## config.mk

```make
export PLATFORM = sky130hd
export DESIGN_NAME = decoder_scan_ctrl
export DESIGN_NICKNAME = d
export VERILOG_FILES = /design/src/rtl/decoder_pkg.sv /design/src/rtl/rr_pick4.sv /design/src/rtl/decoder_scan_ctrl.sv
export SDC_FILE = /design/constraint.sdc
export NUM_CORES = 1
export LEC_CHECK = 0
export BUFFER_PORTS_ARGS = -buffer_cell sky130_fd_sc_hd__buf_2
export CORE_AREA = 2 2 45 47
export CTS_BUF_LIST = sky130_fd_sc_hd__clkbuf_2 sky130_fd_sc_hd__clkbuf_4 sky130_fd_sc_hd__clkbuf_8
export CTS_CLUSTER_DIAMETER = 40
export DETAILED_ROUTE_END_ITERATION = 16
export DIE_AREA = 0 0 47 49
export PLACE_DENSITY = 0.84
export SYNTH_ARGS = -nofsm -noshare
export SYNTH_HDL_FRONTEND = slang
export SYNTH_SLANG_ARGS = --single-unit
```

## constraint.sdc

```tcl
create_clock -name clk -period 2.24 [get_ports clk]
set_input_delay 0 -clock clk [delete_from_list [all_inputs] [get_ports clk]]
set_output_delay 0 -clock clk [all_outputs]
set_load 0.01 [all_outputs]
```

## src/rtl/decoder_pkg.sv

```systemverilog
// Shared types and constants for the decoder scan controller and its arbiter.
package decoder_pkg;

  typedef enum logic [1:0] {
    IDLE  = 2'd0,
    GRANT = 2'd1,
    GAP   = 2'd2
  } state_t;

  localparam int NUM_CH = 4;

  typedef logic [1:0] ch_idx_t;

  // Channel index {a,b} to decoder output mapping
  localparam ch_idx_t CH_C = 2'd3;
  localparam ch_idx_t CH_D = 2'd2;
  localparam ch_idx_t CH_E = 2'd1;
  localparam ch_idx_t CH_F = 2'd0;

endpackage

```

## src/rtl/rr_pick4.sv

```systemverilog
// Combinational four-way round-robin winner select; the channel after rr_ptr has top priority.
module rr_pick4
  import decoder_pkg::*;
(
  input  logic [3:0] req,
  input  ch_idx_t    rr_ptr,
  output logic       valid,
  output ch_idx_t    idx
);

  // Scan from lowest to highest priority so the highest-priority hit is written last
  always_comb begin
    ch_idx_t cand;
    cand  = rr_ptr;
    valid = 1'b0;
    idx   = 2'd0;
    for (int k = NUM_CH; k >= 1; k--) begin
      cand  = rr_ptr + 2'(k);
      valid = valid | req[cand];
      idx   = req[cand] ? cand : idx;
    end
  end

endmodule

```

## src/rtl/decoder_scan_ctrl.sv

```systemverilog
// Round-robin arbiter driving the 2-to-4 decoder select/enable with bounded hold and dead time.
module decoder_scan_ctrl
  import decoder_pkg::*;
#(
  parameter int HOLD_CYCLES = 8,
  parameter int GAP_CYCLES  = 1,
  parameter int CNT_W       = 8
) (
  input  logic       clk,
  input  logic       rst_n,
  input  logic [3:0] req,
  input  logic [3:0] done,
  output logic       sel_a,
  output logic       sel_b,
  output logic       en,
  output logic       busy,
  output logic       timeout
);

  localparam logic [CNT_W-1:0] HOLD_LOAD = CNT_W'(HOLD_CYCLES - 1);
  localparam logic [CNT_W-1:0] GAP_LOAD  = CNT_W'(GAP_CYCLES - 1);
  localparam logic [CNT_W-1:0] CNT_ZERO  = {CNT_W{1'b0}};
  localparam logic [CNT_W-1:0] CNT_ONE   = {{(CNT_W-1){1'b0}}, 1'b1};

  state_t           state_r, state_nx;
  ch_idx_t          rr_ptr_r, rr_ptr_nx;
  ch_idx_t          sel_r, sel_nx;
  logic [CNT_W-1:0] cnt_r, cnt_nx;
  logic             en_r, en_nx;
  logic             busy_r, busy_nx;
  logic             timeout_r, timeout_nx;
  logic             pick_valid_s;
  ch_idx_t          pick_idx_s;
  logic             release_s;

  rr_pick4 u_pick (
    .req    (req),
    .rr_ptr (rr_ptr_r),
    .valid  (pick_valid_s),
    .idx    (pick_idx_s)
  );

  // Only the granted channel's done/req can end a grant early
  assign release_s = done[sel_r] | ~req[sel_r];

  // State and output registers; async reset drops en without waiting for a clock
  always_ff @(posedge clk or negedge rst_n) begin
    if (!rst_n) begin
      state_r   <= IDLE;
      rr_ptr_r  <= CH_C;
      sel_r     <= CH_F;
      cnt_r     <= CNT_ZERO;
      en_r      <= 1'b0;
      busy_r    <= 1'b0;
      timeout_r <= 1'b0;
    end else begin
      state_r   <= state_nx;
      rr_ptr_r  <= rr_ptr_nx;
      sel_r     <= sel_nx;
      cnt_r     <= cnt_nx;
      en_r      <= en_nx;
      busy_r    <= busy_nx;
      timeout_r <= timeout_nx;
    end
  end

  // Next-state and next-output logic; selects only move on the IDLE->GRANT edge
  always_comb begin
    state_nx   = state_r;
    rr_ptr_nx  = rr_ptr_r;
    sel_nx     = sel_r;
    cnt_nx     = cnt_r;
    en_nx      = en_r;
    busy_nx    = busy_r;
    timeout_nx = 1'b0;
    case (state_r)
      IDLE: begin
        if (pick_valid_s) begin
          state_nx  = GRANT;
          sel_nx    = pick_idx_s;
          rr_ptr_nx = pick_idx_s;
          cnt_nx    = HOLD_LOAD;
          en_nx     = 1'b1;
          busy_nx   = 1'b1;
        end else begin
          en_nx = 1'b0;
        end
      end
      GRANT: begin
        if (release_s) begin
          state_nx = GAP;
          en_nx    = 1'b0;
          cnt_nx   = GAP_LOAD;
        end else if (cnt_r == CNT_ZERO) begin
          state_nx   = GAP;
          en_nx      = 1'b0;
          timeout_nx = 1'b1;
          cnt_nx     = GAP_LOAD;
        end else begin
          cnt_nx = cnt_r - CNT_ONE;
        end
      end
      GAP: begin
        en_nx = 1'b0;
        if (cnt_r == CNT_ZERO) begin
          state_nx = IDLE;
          busy_nx  = 1'b0;
        end else begin
          cnt_nx = cnt_r - CNT_ONE;
        end
      end
      default: begin
        state_nx = IDLE;
        en_nx    = 1'b0;
        busy_nx  = 1'b0;
        cnt_nx   = CNT_ZERO;
      end
    endcase
  end

  assign sel_a   = sel_r[1];
  assign sel_b   = sel_r[0];
  assign en      = en_r;
  assign busy    = busy_r;
  assign timeout = timeout_r;

endmodule
```

# Yosys cells after proc, flatten, opt, wreduce, memory -nomap -nowiden
# Index checks and enable logic that the tools add are counted.
dict set report classes {
  addsub 4
  mux 35
  reduce_logical 6
  eq_ne 6
  n_bitwise 6
  magnitude_cmp 5
}
# operator n
set ops {}
lappend ops {{2-to-1 mux 8 bit} 4}
lappend ops {{one-hot mux 8 bit (3 select lines)} 1}
lappend ops {{2-to-1 mux 2 bit} 8}
lappend ops {{< comparator 2 x 3 -> 1 bit, second input constant} 5}
lappend ops {{2-to-1 mux 1 bit} 13}
lappend ops {{binary-select mux 1 bit (select 2 bit)} 6}
lappend ops {{zero test 8 bit} 1}
lappend ops {{subtractor 8 x 1 -> 8 bit, second input constant} 1}
lappend ops {{!= test 2 bit, second input constant} 3}
lappend ops {{one-hot mux 2 bit (3 select lines)} 1}
lappend ops {{AND reduction 3 bit} 2}
lappend ops {{adder 2 bit, second input constant} 2}
lappend ops {{OR 1 bit} 4}
lappend ops {{AND reduction 2 bit} 2}
lappend ops {{!= test 3 bit, second input constant} 1}
lappend ops {{one-hot mux 1 bit (3 select lines)} 1}
lappend ops {{adder 2 x 1 -> 2 bit, second input constant} 1}
lappend ops {{== test 2 x 1 -> 1 bit, second input constant} 1}
lappend ops {{== test 2 bit, second input constant} 1}
lappend ops {{zero test 2 bit} 1}
lappend ops {{NOT 1 bit} 2}
lappend ops {{one-hot mux 1 bit (2 select lines)} 1}
dict set report word_totals {
  inputBits 10
  ff_bits 17
  elab_cells 69
}

# Depth between registers and ports, before layout
dict set report depth {
  word_depth 8
  mapped_depth 7
}

# By module
# A second synthesis with hierarchy kept.
dict set report unflattened {
  hier_cells 115
  area_unflattened_um2 1109.8
}
# module area_each_um2 n_inst seq_area_each_um2 cells_each
set by_module_without_submodules {}
lappend by_module_without_submodules {decoder_scan_ctrl 1031.0 1 427.9 101}
lappend by_module_without_submodules {rr_pick4 78.8 1 0.0 14}

# Least setup slack after synthesis
# OpenSTA, ideal clock, no wires.
dict set report synth_timing {
  path_kind {reg-to-reg}
  start {register cnt_r[0]}
  end {register cnt_r[6]}
  period_less_slack_ps 1580
  stages_incl_launch_ff 8
  required_ps 2164
  slack_ps 660
  t_arrival_ps 1504
  setup_time_ps 76
  n_path_buf 0
  path_cell_list {dfrtp_1 inv_1 ha_1 nor3b_1 a21oi_1 nand2_2 a2111o_1 o21ai_1}
}
dict set report synth_via {
  elab_chain_cells 4
  word_cells_on_any_way 8
}
# element line
set synth_lines {}
lappend synth_lines {{start, declared} decoder_scan_ctrl.sv:28} ;# logic [CNT_W-1:0] cnt_r, cnt_nx;
lappend synth_lines {{start signal, assigned} decoder_scan_ctrl.sv:60} ;# cnt_r <= cnt_nx;
lappend synth_lines {{subtractor 8 x 1 -> 8 bit or zero test 8 bit (tied branches)} --}
lappend synth_lines {{2-to-1 mux 8 bit} decoder_scan_ctrl.sv:94} ;# end else if (cnt_r == CNT_ZERO) begin
lappend synth_lines {{2-to-1 mux 8 bit} decoder_scan_ctrl.sv:90} ;# if (release_s) begin
lappend synth_lines {{one-hot mux 8 bit (3 select lines)} decoder_scan_ctrl.sv:76} ;# case (state_r)
# Several ways; a longest one is shown, not always the timed one. The select of a mux whose other input is x is not followed.
# A chain may end at the register's enable or synchronous reset.

# Worst setup path in the final report
# Ends and elaborated chain as after synthesis.

==> impl_results.html <==
<table>
<tr><th>Metric</th><th>Value</th></tr>
<tr><th colspan="2">Outcome</th></tr>
<tr><td>Outcome</td><td>completed</td></tr>
<tr><th colspan="2">Pwr</th></tr>
<tr><td>Leakage power summed over all cells</td><td>0.513 nW</td></tr>
<tr><td>Maximum VDD drop</td><td>a little under 0.7 mV</td></tr>
<tr><td>Power per standard cell area</td><td>about 1400 nW/um^2</td></tr>
<tr><td>Pwr Total</td><td>0.00159 W</td></tr>
<tr><th colspan="2">Clocking</th></tr>
<tr><td>CTS buffer count</td><td>3</td></tr>
<tr><td>Clk slew on worst S/H paths</td><td>90 ps</td></tr>
<tr><td>Buffers from clock root to sink, at most</td><td>2</td></tr>
<tr><td>H-tree levels</td><td>1</td></tr>
<tr><td>Root buffer selected by CTS</td><td>sky130_fd_sc_hd__clkbuf_4</td></tr>
<tr><td>Post-CTS repair timing setup buffer count</td><td>0</td></tr>
<tr><td>Clock sink count</td><td>17</td></tr>
<tr><td>Worst-Skew Late Latency</td><td>280 ps</td></tr>
<tr><td>TritonCTS clock tree</td><td>yes</td></tr>
<tr><th colspan="2">Die</th></tr>
<tr><td>Die Footprint</td><td>approximately 2300 sq um</td></tr>
<tr><td>Effective utilization at floorplan</td><td>~53%</td></tr>
<tr><td>Core area</td><td>1840 sq um</td></tr>
<tr><td>Die W</td><td>47 um</td></tr>
<tr><td>Height of the die</td><td>49 um</td></tr>
<tr><td>Count of standard-cell rows</td><td>16</td></tr>
<tr><td>I/O pin cnt</td><td>15</td></tr>
<tr><th colspan="2">Placement</th></tr>
<tr><td>Detailed placement HPWL</td><td>1560 um</td></tr>
<tr><td>Dpl ws</td><td>between 400 and 500 ps</td></tr>
<tr><td>Placed cell area</td><td>1080 sq um</td></tr>
<tr><td>Count of input and output buffers</td><td>14</td></tr>
<tr><td>GP Congestion</td><td>between 0.8 and 0.9</td></tr>
<tr><th colspan="2">Critical path</th></tr>
<tr><td>Critical register-to-register path startpoint</td><td>cnt_r[0]$_DFFE_PN0P_</td></tr>
<tr><td>Worst-path fanout max</td><td>6</td></tr>
<tr><td>Capture instance of the worst register-to-register path</td><td>cnt_r[6]$_DFFE_PN0P_</td></tr>
<tr><td>Worst Setup Start Kind</td><td>flip-flop</td></tr>
<tr><td>Worst setup path class</td><td>flip-flop to flip-flop</td></tr>
<tr><td>Path depth of the worst reg2reg path</td><td>7</td></tr>
<tr><td>Capturing element type of the critical path</td><td>flip-flop</td></tr>
<tr><td>Critical Path RT</td><td>2460 ps</td></tr>
<tr><td>Crit path max-delay cell type</td><td>sky130_fd_sc_hd__dfrtp_1</td></tr>
<tr><td>Biggest cell delay along the critical path</td><td>440 ps</td></tr>
<tr><td>Cell Chain, Critical Path</td><td>inv_1, ha_1, nor3b_1, a21oi_1, nand2_2, a2111o_1, o21ai_1</td></tr>
<tr><td>Worst setup slack for register-to-register paths</td><td>430 ps</td></tr>
<tr><td>WP data arrival</td><td>2020 ps</td></tr>
<tr><th colspan="2">Logic synthesis</th></tr>
<tr><td>Synth area leaders</td><td>sky130_fd_sc_hd__dfrtp_1, sky130_fd_sc_hd__dfstp_2, sky130_fd_sc_hd__nand2_1, sky130_fd_sc_hd__xor2_1, sky130_fd_sc_hd__nor2b_1</td></tr>
<tr><td>Seq/Total Area, Yosys</td><td>a little over two fifths</td></tr>
<tr><td>Number of synthesized flops with an enable pin</td><td>0</td></tr>
<tr><td>Number of warning messages in the yosys log</td><td>0</td></tr>
<tr><td>Most repeated cell in the gate-level netlist after synthesis</td><td>sky130_fd_sc_hd__dfrtp_1</td></tr>
<tr><td>Top cell type's share of synthesized area</td><td>a little under two fifths</td></tr>
<tr><td>Primary FF master, synth</td><td>sky130_fd_sc_hd__dfrtp_1</td></tr>
<tr><td>Syn Nets</td><td>~110</td></tr>
<tr><td>Top cell type by total area after synthesis</td><td>sky130_fd_sc_hd__dfrtp_1</td></tr>
<tr><td>Post-Syn Area</td><td>approximately 1000 sq um</td></tr>
<tr><td>Post-Syn Instances</td><td>102</td></tr>
<tr><td>Number of flip-flops and latches in the synthesized netlist</td><td>17</td></tr>
<tr><td>Async set-or-reset flop fraction in the synthesized netlist</td><td>100%</td></tr>
<tr><td>Most common library cells after synthesis</td><td>sky130_fd_sc_hd__dfrtp_1, sky130_fd_sc_hd__nand2_1, sky130_fd_sc_hd__a21oi_1, sky130_fd_sc_hd__nor2_1, sky130_fd_sc_hd__nor2b_1</td></tr>
<tr><td>Mean cell area of the mapped netlist</td><td>9.64 sq um</td></tr>
<tr><td>Distinct cell type count of the synthesized netlist</td><td>39</td></tr>
<tr><th colspan="2">Timing</th></tr>
<tr><td>Setup violation total in the final timing report</td><td>0</td></tr>
<tr><td>Worst slew margin</td><td>just over 70%</td></tr>
<tr><td>Period minus WS final</td><td>roughly 1800 ps</td></tr>
<tr><td>Sum of negative setup slack</td><td>0 ps</td></tr>
<tr><td>Final hold violations</td><td>0</td></tr>
<tr><td>Minimum setup slack in the final design</td><td>434 ps</td></tr>
<tr><td>Crit share post-route</td><td>80.6%</td></tr>
<tr><td>Slew at the pin closest to its max-slew limit</td><td>413 ps</td></tr>
<tr><td>Setup repair after global routing missed its margin</td><td>no</td></tr>
<tr><td>Final worst clock skew</td><td>~2.7 ps</td></tr>
<tr><td>Highest clock frequency the design can meet</td><td>554 MHz</td></tr>
<tr><td>Final count of pins violating max slew</td><td>0</td></tr>
<tr><th colspan="2">Routing</th></tr>
<tr><td>DR pass1 iterations</td><td>4</td></tr>
<tr><td>Post-detailed-route wirelength per cell</td><td>14.4 um</td></tr>
<tr><td>Total number of vias</td><td>849</td></tr>
<tr><td>Vias per cell</td><td>5.78</td></tr>
<tr><td>Final routed DRC violation total</td><td>0</td></tr>
<tr><td>Starting DRT DRC Count</td><td>19</td></tr>
<tr><td>Total length of routed wires</td><td>2120 um</td></tr>
<tr><td>Count of antenna-violating nets left after detailed routing</td><td>0</td></tr>
<tr><th colspan="2">Cells and area</th></tr>
<tr><td>Area of all placed cells without fillers</td><td>1120 sq um</td></tr>
<tr><td>Number of nets at the end of the flow</td><td>roughly 130</td></tr>
<tr><td>Utilization after layout</td><td>60.9%</td></tr>
<tr><td>Growth of design area from synthesis to finish</td><td>14.1%</td></tr>
<tr><td>Antenna Cells</td><td>0</td></tr>
<tr><td>Multi-input gate area in the final layout</td><td>536 sq um</td></tr>
<tr><td>Fraction of final layout cells sized beyond drive strength 1</td><td>25.0%</td></tr>
<tr><td>Filler Cells Inserted</td><td>167</td></tr>
<tr><td>Storage element area</td><td>428 sq um</td></tr>
<tr><th colspan="2">GRT</th></tr>
<tr><td>Wire length of the first global-routing pass</td><td>3700 um</td></tr>
<tr><td>Total grt overflow</td><td>0</td></tr>
<tr><td>All-Layer GR Usage</td><td>21.9%</td></tr>
<tr><td>Initial antenna violation count</td><td>0</td></tr>
<tr><td>Pin count of the biggest net entering global routing</td><td>18</td></tr>
<tr><td>Vias in the first global route</td><td>850</td></tr>
<tr><th colspan="2">Run</th></tr>
<tr><td>Total of max-cap violations</td><td>0</td></tr>
<tr><th colspan="2">Worst hold path</th></tr>
<tr><td>Hold_sp</td><td>req[3]</td></tr>
<tr><td>Class of the worst hold path</td><td>input pin to flip-flop</td></tr>
<tr><td>Endpoint of the worst hold path</td><td>rr_ptr_r[1]$_DFFE_PN1P_</td></tr>
<tr><td>Instance count along the most critical hold path</td><td>4</td></tr>
</table>
==> worst max-delay path, delay by kind of cell (launching register included) <==
kind	cells	cell delay (ps)
AOI/OAI and AO/OA	3	690
DFF	1	440
and+or+nand+nor	2	300
adders and majority gates	1	200
buffers and inverters	1	100
==> per-stage QoR <==
step	instances	hold WS, ps
detailed placement	142	-53.7
global route	147	185
CTS	147	168
floorplan	102	-296
finish	147	178
global placement	142	-61.5
==> report_power, final <==
part	total (W)	internal, W	switching, W	leakage, nW
clock network	0.000174	0.0000812	0.0000928	0.0184
registers	0.000633	0.000453	0.000180	0.210
logic	0.000787	0.000364	0.000423	0.285
total	0.00159	0.000898	0.000695	0.513
==> flip-flops by register name, summed over array words and instances (netlist names) <==
| name | count |
|---|---|
| busy | 1 |
| cnt_r | 8 |
| timeout | 1 |
| en | 1 |
| state_r | 2 |
| rr_ptr_r | 2 |
| sel_r | 2 |
==> layout by cell type (no fill, tap or decap), types with 2 or more instances in the layout <==
cell and instances:
sky130_fd_sc_hd__a21oi_1 6, sky130_fd_sc_hd__nand2_2 2, sky130_fd_sc_hd__o21ai_1 2, sky130_fd_sc_hd__nor4_1 2
sky130_fd_sc_hd__nand2b_1 3, sky130_fd_sc_hd__nand2_1 11, sky130_fd_sc_hd__nor3b_1 2, sky130_fd_sc_hd__dfstp_2 2
sky130_fd_sc_hd__nor2_1 6, sky130_fd_sc_hd__dfrtp_1 15, sky130_fd_sc_hd__ha_1 2, sky130_fd_sc_hd__nand3_1 2
sky130_fd_sc_hd__nor3_1 3, sky130_fd_sc_hd__nor2b_1 5, sky130_fd_sc_hd__clkbuf_4 4, sky130_fd_sc_hd__nand4_1 4
sky130_fd_sc_hd__inv_1 4, sky130_fd_sc_hd__o21ai_0 3, sky130_fd_sc_hd__o21a_1 2, sky130_fd_sc_hd__xor2_1 4
sky130_fd_sc_hd__a21o_1 3, sky130_fd_sc_hd__buf_2 14
==> logic make-up (layout without fill, tap and decap cells) <==
logic type	count (synthesis)	in the layout	synth area share, %
buffers and inverters	5	23	2.03
DFF	17	17	43.5
AOI/OAI and AO/OA	24	24	16.4
adders and majority gates	2	2	2.54
xor gates and xnor gates	4	4	3.56
and+or+nand+nor	48	48	28.6
muxes	2	2	3.31
==> layout make-up <==
cell class | instances | area share (%)
multi-input combinational | 80 | 47.7
tap | 27 | 3.01
clock buffer | 4 | 2.68
timing repair buffer | 15 | 7.13
sequential | 17 | 38.1
inverter | 4 | 1.34
==> timing repair <==
item / in CTS / in global routing
hold endpoints to repair: 17 / 0
hold buffers: 1 / 0
gates resized for setup: 0 / 0
==> worst max path at each step <==
stage | startpoint | end | cells past startpoint
after floorplan | cnt_r[0]$_DFFE_PN0P_ | cnt_r[6]$_DFFE_PN0P_ | 7
after global placement | cnt_r[0]$_DFFE_PN0P_ | cnt_r[6]$_DFFE_PN0P_ | 7
after detailed placement | cnt_r[0]$_DFFE_PN0P_ | cnt_r[6]$_DFFE_PN0P_ | 7
after CTS | cnt_r[0]$_DFFE_PN0P_ | cnt_r[6]$_DFFE_PN0P_ | 7
after global routing | cnt_r[1]$_DFFE_PN0P_ | cnt_r[6]$_DFFE_PN0P_ | 7
final | cnt_r[0]$_DFFE_PN0P_ | cnt_r[6]$_DFFE_PN0P_ | 7
==> layer usage <==
metal / GRT usage, % / vias to the layer above / share of wire (%)
met5: 0 / - / 0
met4: 9.72 / 0 / 4.2
li1: - / 408 / -
met1: 27.5 / 400 / 41
met3: 3.70 / 8 / 4.1
met2: 35.4 / 33 / 51
Power figures use the tool's default switching activity.
